==> src/rtl/inst_fetch_unit.sv <==
// Instruction fetch stage: owns the PC, issues one imem request at a time and hands instructions to decode.
// Optional IFU_MISALIGN_CHECK_EN turns a misaligned PC into a local fetch fault without touching memory.
module inst_fetch_unit #(
  parameter int                    ADDR_WIDTH = 64,
  parameter int                    INST_WIDTH = 32,
  parameter logic [ADDR_WIDTH-1:0] RESET_PC   = 64'h8000_0000
) (
  input  logic                  clk,
  input  logic                  rst,
  input  logic                  redirect_valid,
  input  logic [ADDR_WIDTH-1:0] redirect_target,
  output logic                  imem_req_valid,
  input  logic                  imem_req_ready,
  output logic [ADDR_WIDTH-1:0] imem_req_addr,
  input  logic                  imem_resp_valid,
  input  logic [INST_WIDTH-1:0] imem_resp_data,
  input  logic                  imem_resp_err,
  output logic                  inst_valid,
  input  logic                  inst_ready,
  output logic [INST_WIDTH-1:0] inst,
  output logic [ADDR_WIDTH-1:0] inst_pc,
  output logic                  inst_fault
);

  typedef enum logic [1:0] {IDLE, REQ, WAIT, HOLD} state_e;

  state_e                  state_q, state_d;
  logic [ADDR_WIDTH-1:0]   pc_q, pc_d;
  logic                    discard_q, discard_d;
  logic                    req_valid_q, req_valid_d;
  logic                    inst_valid_q, inst_valid_d;
  logic [INST_WIDTH-1:0]   inst_q, inst_d;
  logic [ADDR_WIDTH-1:0]   inst_pc_q, inst_pc_d;
  logic                    inst_fault_q, inst_fault_d;
  logic                    misaligned;

`ifdef IFU_MISALIGN_CHECK_EN
  assign misaligned = (pc_q[1:0] != 2'b00);
`else
  assign misaligned = 1'b0;
`endif

  always_comb begin
    // NOTE: every *_d gets a hold-value default first so no path can infer a latch.
    state_d      = state_q;
    pc_d         = pc_q;
    discard_d    = discard_q;
    inst_d       = inst_q;
    inst_pc_d    = inst_pc_q;
    inst_fault_d = inst_fault_q;

    unique case (state_q)
      IDLE: state_d = REQ;
      REQ: begin
        if (redirect_valid) pc_d = redirect_target;
        if (misaligned) begin
          if (!redirect_valid) begin
            state_d      = HOLD;
            inst_d       = '0;
            inst_pc_d    = pc_q;
            inst_fault_d = 1'b1;
          end
        end else if (imem_req_ready) begin
          // The old-pc request is already accepted; its response must be dropped.
          state_d   = WAIT;
          discard_d = redirect_valid;
        end
      end
      WAIT: begin
        if (redirect_valid) begin
          pc_d      = redirect_target;
          discard_d = !imem_resp_valid;
          if (imem_resp_valid) state_d = REQ;
        end else if (imem_resp_valid) begin
          if (discard_q) begin
            discard_d = 1'b0;
            state_d   = REQ;
          end else begin
            inst_d       = imem_resp_data;
            inst_pc_d    = pc_q;
            inst_fault_d = imem_resp_err;
            state_d      = HOLD;
          end
        end
      end
      HOLD: begin
        if (redirect_valid) begin
          pc_d    = redirect_target;
          state_d = REQ;
        end else if (inst_ready) begin
          pc_d    = pc_q + ADDR_WIDTH'(4);
          state_d = REQ;
        end
      end
      default: state_d = IDLE;
    endcase

    // Outputs are registered from the next state so they line up with the state they describe.
    inst_valid_d = (state_d == HOLD);
`ifdef IFU_MISALIGN_CHECK_EN
    req_valid_d  = (state_d == REQ) && (pc_d[1:0] == 2'b00);
`else
    req_valid_d  = (state_d == REQ);
`endif
  end

  // NOTE: sequential state uses non-blocking assignments only; all next-state math lives above.
  always_ff @(posedge clk) begin
    if (rst) begin
      state_q      <= IDLE;
      pc_q         <= RESET_PC;
      discard_q    <= 1'b0;
      req_valid_q  <= 1'b0;
      inst_valid_q <= 1'b0;
      inst_q       <= '0;
      inst_pc_q    <= '0;
      inst_fault_q <= 1'b0;
    end else begin
      state_q      <= state_d;
      pc_q         <= pc_d;
      discard_q    <= discard_d;
      req_valid_q  <= req_valid_d;
      inst_valid_q <= inst_valid_d;
      inst_q       <= inst_d;
      inst_pc_q    <= inst_pc_d;
      inst_fault_q <= inst_fault_d;
    end
  end

  assign imem_req_valid = req_valid_q;
  assign imem_req_addr  = pc_q;
  assign inst_valid     = inst_valid_q;
  assign inst           = inst_q;
  assign inst_pc        = inst_pc_q;
  assign inst_fault     = inst_fault_q;

endmodule

==> config.mk <==
export PLATFORM = sky130hd
export DESIGN_NAME = inst_fetch_unit
export DESIGN_NICKNAME = d
export VERILOG_FILES = /design/src/rtl/inst_fetch_unit.sv
export SDC_FILE = /design/constraint.sdc
export NUM_CORES = 1
export LEC_CHECK = 0
export BUFFER_PORTS_ARGS = -buffer_cell sky130_fd_sc_hd__buf_2
export CAP_MARGIN = 20
export CORE_ASPECT_RATIO = 0.6
export CORE_MARGIN = 10
export CORE_UTILIZATION = 47
export CTS_CLUSTER_SIZE = 14
export DETAILED_ROUTE_END_ITERATION = 8
export PLACE_DENSITY = 0.78
export SLEW_MARGIN = 25
export SYNTH_ARGS = -nofsm -noshare
export SYNTH_HDL_FRONTEND = slang
export SYNTH_SLANG_ARGS = --single-unit
==> constraint.sdc <==
create_clock -name clk -period 2.4 [get_ports clk]
set_input_delay 0.36 -clock clk [delete_from_list [all_inputs] [get_ports clk]]
set_output_delay 0.36 -clock clk [all_outputs]
set_load 0.02 [all_outputs]
After elaboration in Yosys (flattened, before gate mapping). Cells that the tools add are included.

Flip-flop bits (word level): 166. Bits of input ports: 103. Output and inout port bits: 163. Logic and storage cells: 44.

$add $sub $neg: 1. Equality and inequality tests: 9. Muxes and demuxes: 16. Bitwise operators: 2. Reductions and logical operators: 8.

Operator list (number): $mux 64 (3); $pmux 64 s2 (1); $add 64x3->64 const B (1); $mux 2 (7); $pmux 2 s4 (1); $eq 2x2->1 const B (3); $ne 3x3->1 const B (2); $reduce_and 3->1 (2); $eq 2x1->1 const B (2); $reduce_and 4->1 (1); $reduce_bool 2->1 (2); $mux 1 (3); $logic_not 2->1 (1); $ne 2x1->1 const B (1); $ne 2x2->1 const B (1); $not 1->1 (2); $pmux 1 s2 (1); $reduce_or 2->1 (1); $logic_not 1->1 (1).

Depth between registers and ports, before layout.
Word-level depth: 5. Depth in mapped cells: 9. Depth with buffers taken out: 7.

Worst setup path before layout. Ideal clock, no wire load.

Path kind: flip-flop to flip-flop. Start point: register pc_q[2] (netlist: imem_req_addr[2]). End point: register pc_q[54] (netlist: imem_req_addr[54]). Library setup time: 0.074 ns. Arrival time: 2.346 ns. Required time: 2.326 ns. Path slack: -0.020 ns. Cell stages (with the launch flop): 7. Path buffers: 0. Period minus slack after synthesis: 2.420 ns. Cells stage by stage: dfxtp_1 -> ha_1 -> nand4_1 -> nor4_4 -> nand4_2 -> or4_1 -> a31oi_1.

Word-level cells in the longest chain between the ends: 4.

RTL lines: start, declared (line 28) `logic [ADDR_WIDTH-1:0] pc_q, pc_d;`; start signal, assigned (line 120) `pc_q <= pc_d;`; $add 64x3->64 (line 91) `pc_d = pc_q + ADDR_WIDTH'(4);`; $mux 64 (line 90) `end else if (inst_ready) begin`; $mux 64 (line 87) `if (redirect_valid) begin`; $pmux 64 s2 (line 52) `unique case (state_q)`.

No other way between the ends. The select of a mux whose other input is x is not followed. A chain may end at the register's enable or synchronous reset.

Final worst setup path.
Start point: register state_q[1]. End point: register pc_q[53] (netlist: imem_req_addr[53]).

Word-level cells in the longest chain between the ends: 4. Elaborated cells between the ends (all ways): 9. Those cells by class: 5 x eq/ne; 1 x mux; 3 x reduce/logical.

RTL lines: start, declared (line 27) `state_e state_q, state_d;`; start signal, assigned (line 119) `state_q <= state_d;`; $eq 2x2->1 / $eq 2x1->1 (equally long branches) (line 52); $reduce_or 2->1 (no line); $ne 2x1->1 (no line) / $reduce_bool 2->1 (equally long branches); $reduce_and 3->1 (no line).

Parallel ways exist; a longest one is shown, timed or not.

==> summary.txt <==
Run status
  • Status: complete, no violations

Worst setup path
  • Req. time, crit path: about 2.8 ns
  • Critical-path top delay cell: or4_1
  • Critical path arrival: 2.67 ns
  • CP Cell Sequence: inv_1 > ha_1 > nor3b_1 > buf_4 > nand3_1 > or4_1 > o211ai_1
  • Crit Path Category: reg2reg
  • Startpoint types: flip-flop
  • CP bufs+invs: 2
  • CP Max Fanout: 5
  • Worst path max stage delay: 0.58 ns
  • CP Capture Type: flip-flop
  • Top delay family on crit path: simple AND/OR/NAND/NOR gates

STA
  • Fin. Hold Viols: 0
  • Clock Skew: roughly 0.013 ns
  • Fmax: about 430 MHz
  • Slew HR: around 47%
  • Max Transition Viols Final: 0
  • Fin crit period: about 2.3 ns
  • RSZ-0062 raised after global routing: no
  • Final period utilization: 96.73%
  • Final setup fails: 0
  • TNS Setup: 0 ns
  • Tightest Pin Transition: 0.7922 ns

Route
  • TritonRoute pass-1 iters: 7
  • Via count of the routed design: between 9,000 and 10,000
  • DR DRC count: 0
  • Wirelength per Cell: 20.72 um
  • Remaining antenna violation count: 0
  • Vias/cell: between 5 and 6
  • Post-Route WL: approximately 34,000 um
  • DRT iter0 DRCs: between 1,000 and 1,500

Final layout
  • Filler cell count: between 1,500 and 2,000
  • Layout cells sized above 1: roughly 30%
  • P&R area growth vs syn: 31.78%
  • Fin util: about 64%
  • Antenna diodes: 0
  • Final #Nets: around 1,500

Placement
  • GP Congestion: approximately 0.98
  • Post-DP HPWL: between 20,000 and 30,000 um
  • Number of port buffers: between 200 and 300

Logic synthesis
  • Mapped Cells: around 1,100
  • Post-Syn Area: approximately 8400 um2
  • Most frequent cells after synthesis: nand2_1 (276), dfxtp_1 (166), a21oi_1 (139)
  • Register area share after synthesis: between 30% and 40%
  • Warnings, synthesis: 0
  • Post-synth top flop: dfxtp_1
  • FF+latch count, synth: roughly 170
  • Number of library cell types mapped by synthesis: 65
  • Count leader, synth: nand2_1
  • Top-area cell type share of the netlist area: 39.71%
  • Async SR Flop Fraction: 0%
  • Synth Net Count: 1,226
  • Mean Syn Cell Area: between 7 and 8 um2
  • Synth area leader: dfxtp_1
  • Synth top area cells: dfxtp_1 (40%), nand2_1 (12%), a21oi_1 (8.3%)
  • EDFF count, synth: 0

Clocking
  • H-tree levels: 4
  • Clock transition at the registers of the reported paths: approximately 0.080 ns
  • Root Driver: clkbuf_16
  • TritonCTS clock tree: yes
  • Setup Fix Bufs, Post-CTS: 0
  • TritonCTS buffer count: 17
  • Clock buffer depth: 2
  • Sink Count: 166
  • Worst-Skew Late Latency: roughly 0.43 ns

Power
  • Pleak: around 4.5 nW
  • Power per Cell Area: 610.5 nW/um2
  • Maximum vdd drop: about 0.42 mV

Hold path
  • Hold WC Path Type: in2reg

GRT
  • Total GRT Usage: about 27%
  • Initial antenna violation count: 1
  • Vias in the first global route: 9,086
  • GRT overflow: 0
  • Largest net degree at the start of global routing: between 100 and 150
  • Global-route wire length before repair: 51,640 um

Die
  • Io pins: 266
  • FP Rows: 37
  • Starting density of the core: between 40 and 50%
  • Vertical die dimension: approximately 120 um
  • Die W: between 150 and 200 um
  • Die area: roughly 24,000 um2
  • Core region area: roughly 17,000 um2

Flow run
  • Max-cap viol count: 0
routing by layer:
layer / track usage, % / vias up / share of wire, % / wire (um)
met5: 0 / - / 0.038 / 13
met4: 5.111 / 2 / 1.1 / 383
met3: 7.255 / 48 / 14 / 4641
met2: 39.66 / 623 / 42 / 14260
met1: 39.38 / 4576 / 44 / 14890
li1: - / 4620 / - / -
kinds of logic after synthesis:
family / share of synthesized area, %
and+or+nand+nor: 30.78
AOI/OAI and AO/OA: 22.57
DFF: 39.71
buffers and inverters: 5.202
muxes: 0.8372
adders and majority gates: 0.8970
final cells by class:
type,instances,area (um2),area share [%]
clock buffers,17,425.4,3.857
clock inverters,15,156.4,1.418
inverters,11,41.29,0.3744
multi-input cells,849,4651,42.17
flip-flops and latches,166,3323,30.13
well taps,234,292.8,2.655
repair buffers,358,2140,19.40
what timing repair did:
action | CTS | global route
resized for setup | 0 | 6
hold buffers | 0 | 0
endpoints found under the setup margin | 0 | 10
endpoints found under the hold margin | 0 | 0
power by group:
| group | total (mW) | switching (mW) | internal (mW) |
|---|---|---|---|
| Sequential | 2.98 | 0.126 | 2.85 |
| Combinational | 1.01 | 0.628 | 0.380 |
| Clock | 2.75 | 1.35 | 1.39 |
sequential cells by signal, summed over array words and instances (netlist names):
| signal | flops |
|---|---|
| inst_valid | 1 |
| imem_req_addr | 64 |
| inst_pc | 64 |
| discard_q | 1 |
| imem_req_valid | 1 |
| inst_fault | 1 |
| inst | 32 |
| state_q | 2 |
per-stage QoR:
stage | hold slack (ns) | worst slack, ns | total power, mW | area, um2 | cells
after CTS | 0.1436 | 0.07459 | 6.739 | 11020 | 1650
after global placement | 0.4387 | 0.1620 | 4.008 | 10440 | 1618
after global routing | 0.1663 | 0.005369 | 6.941 | 11030 | 1650
after detailed placement | 0.4430 | 0.1108 | 4.022 | 10440 | 1618
final | 0.1555 | 0.07854 | 6.733 | 11030 | 1650
after floorplan | 0.4960 | 0.03034 | 3.525 | 8369 | 1117
path summary, 6_finish.rpt:
check        slack [ns]                        endpoint             startpoint  cells past startpoint
max                0.08  imem_req_addr[53]$_SDFFE_PP0P_  state_q[1]$_SDFF_PP0_                      7
min                0.16           inst[20]$_SDFFE_PP0P_     imem_resp_data[20]                      3
max reg2reg        0.08  imem_req_addr[53]$_SDFFE_PP0P_  state_q[1]$_SDFF_PP0_                      7
min reg2reg        0.45            inst[5]$_SDFFE_PP0P_   inst[5]$_SDFFE_PP0P_                      2
layout by cell type (no fill, tap or decap), drive strengths merged, types with 4 or more instances in the layout:
| cell type | instances |
|---|---|
| ha | 6 |
| a21boi | 8 |
| o21ai | 36 |
| buf | 358 |
| nor3 | 26 |
| a21o | 4 |
| o311ai | 5 |
| or4 | 21 |
| nor4 | 23 |
| a21oi | 139 |
| nor2 | 36 |
| a211oi | 9 |
| nand2 | 276 |
| and3 | 19 |
| clkbuf | 17 |
| nand3 | 38 |
| o22ai | 5 |
| a311oi | 5 |
| o211ai | 16 |
| o41ai | 4 |
| a41oi | 6 |
| inv | 18 |
| and2 | 16 |
| a22oi | 5 |
| a221oi | 4 |
| nand4 | 36 |
| clkinv | 7 |
| a31oi | 30 |
| mux2i | 7 |
| dfxtp | 166 |
| o21a | 4 |
| and4 | 6 |
| o31ai | 7 |
| o211a | 4 |
| or3 | 14 |
| nand2b | 6 |
worst min-delay path, stage by stage:
cell	delay, ns
buf_2	0.09
nand2_1	0.04
a21oi_1	0.05
(Power assumes the default switching activity.)
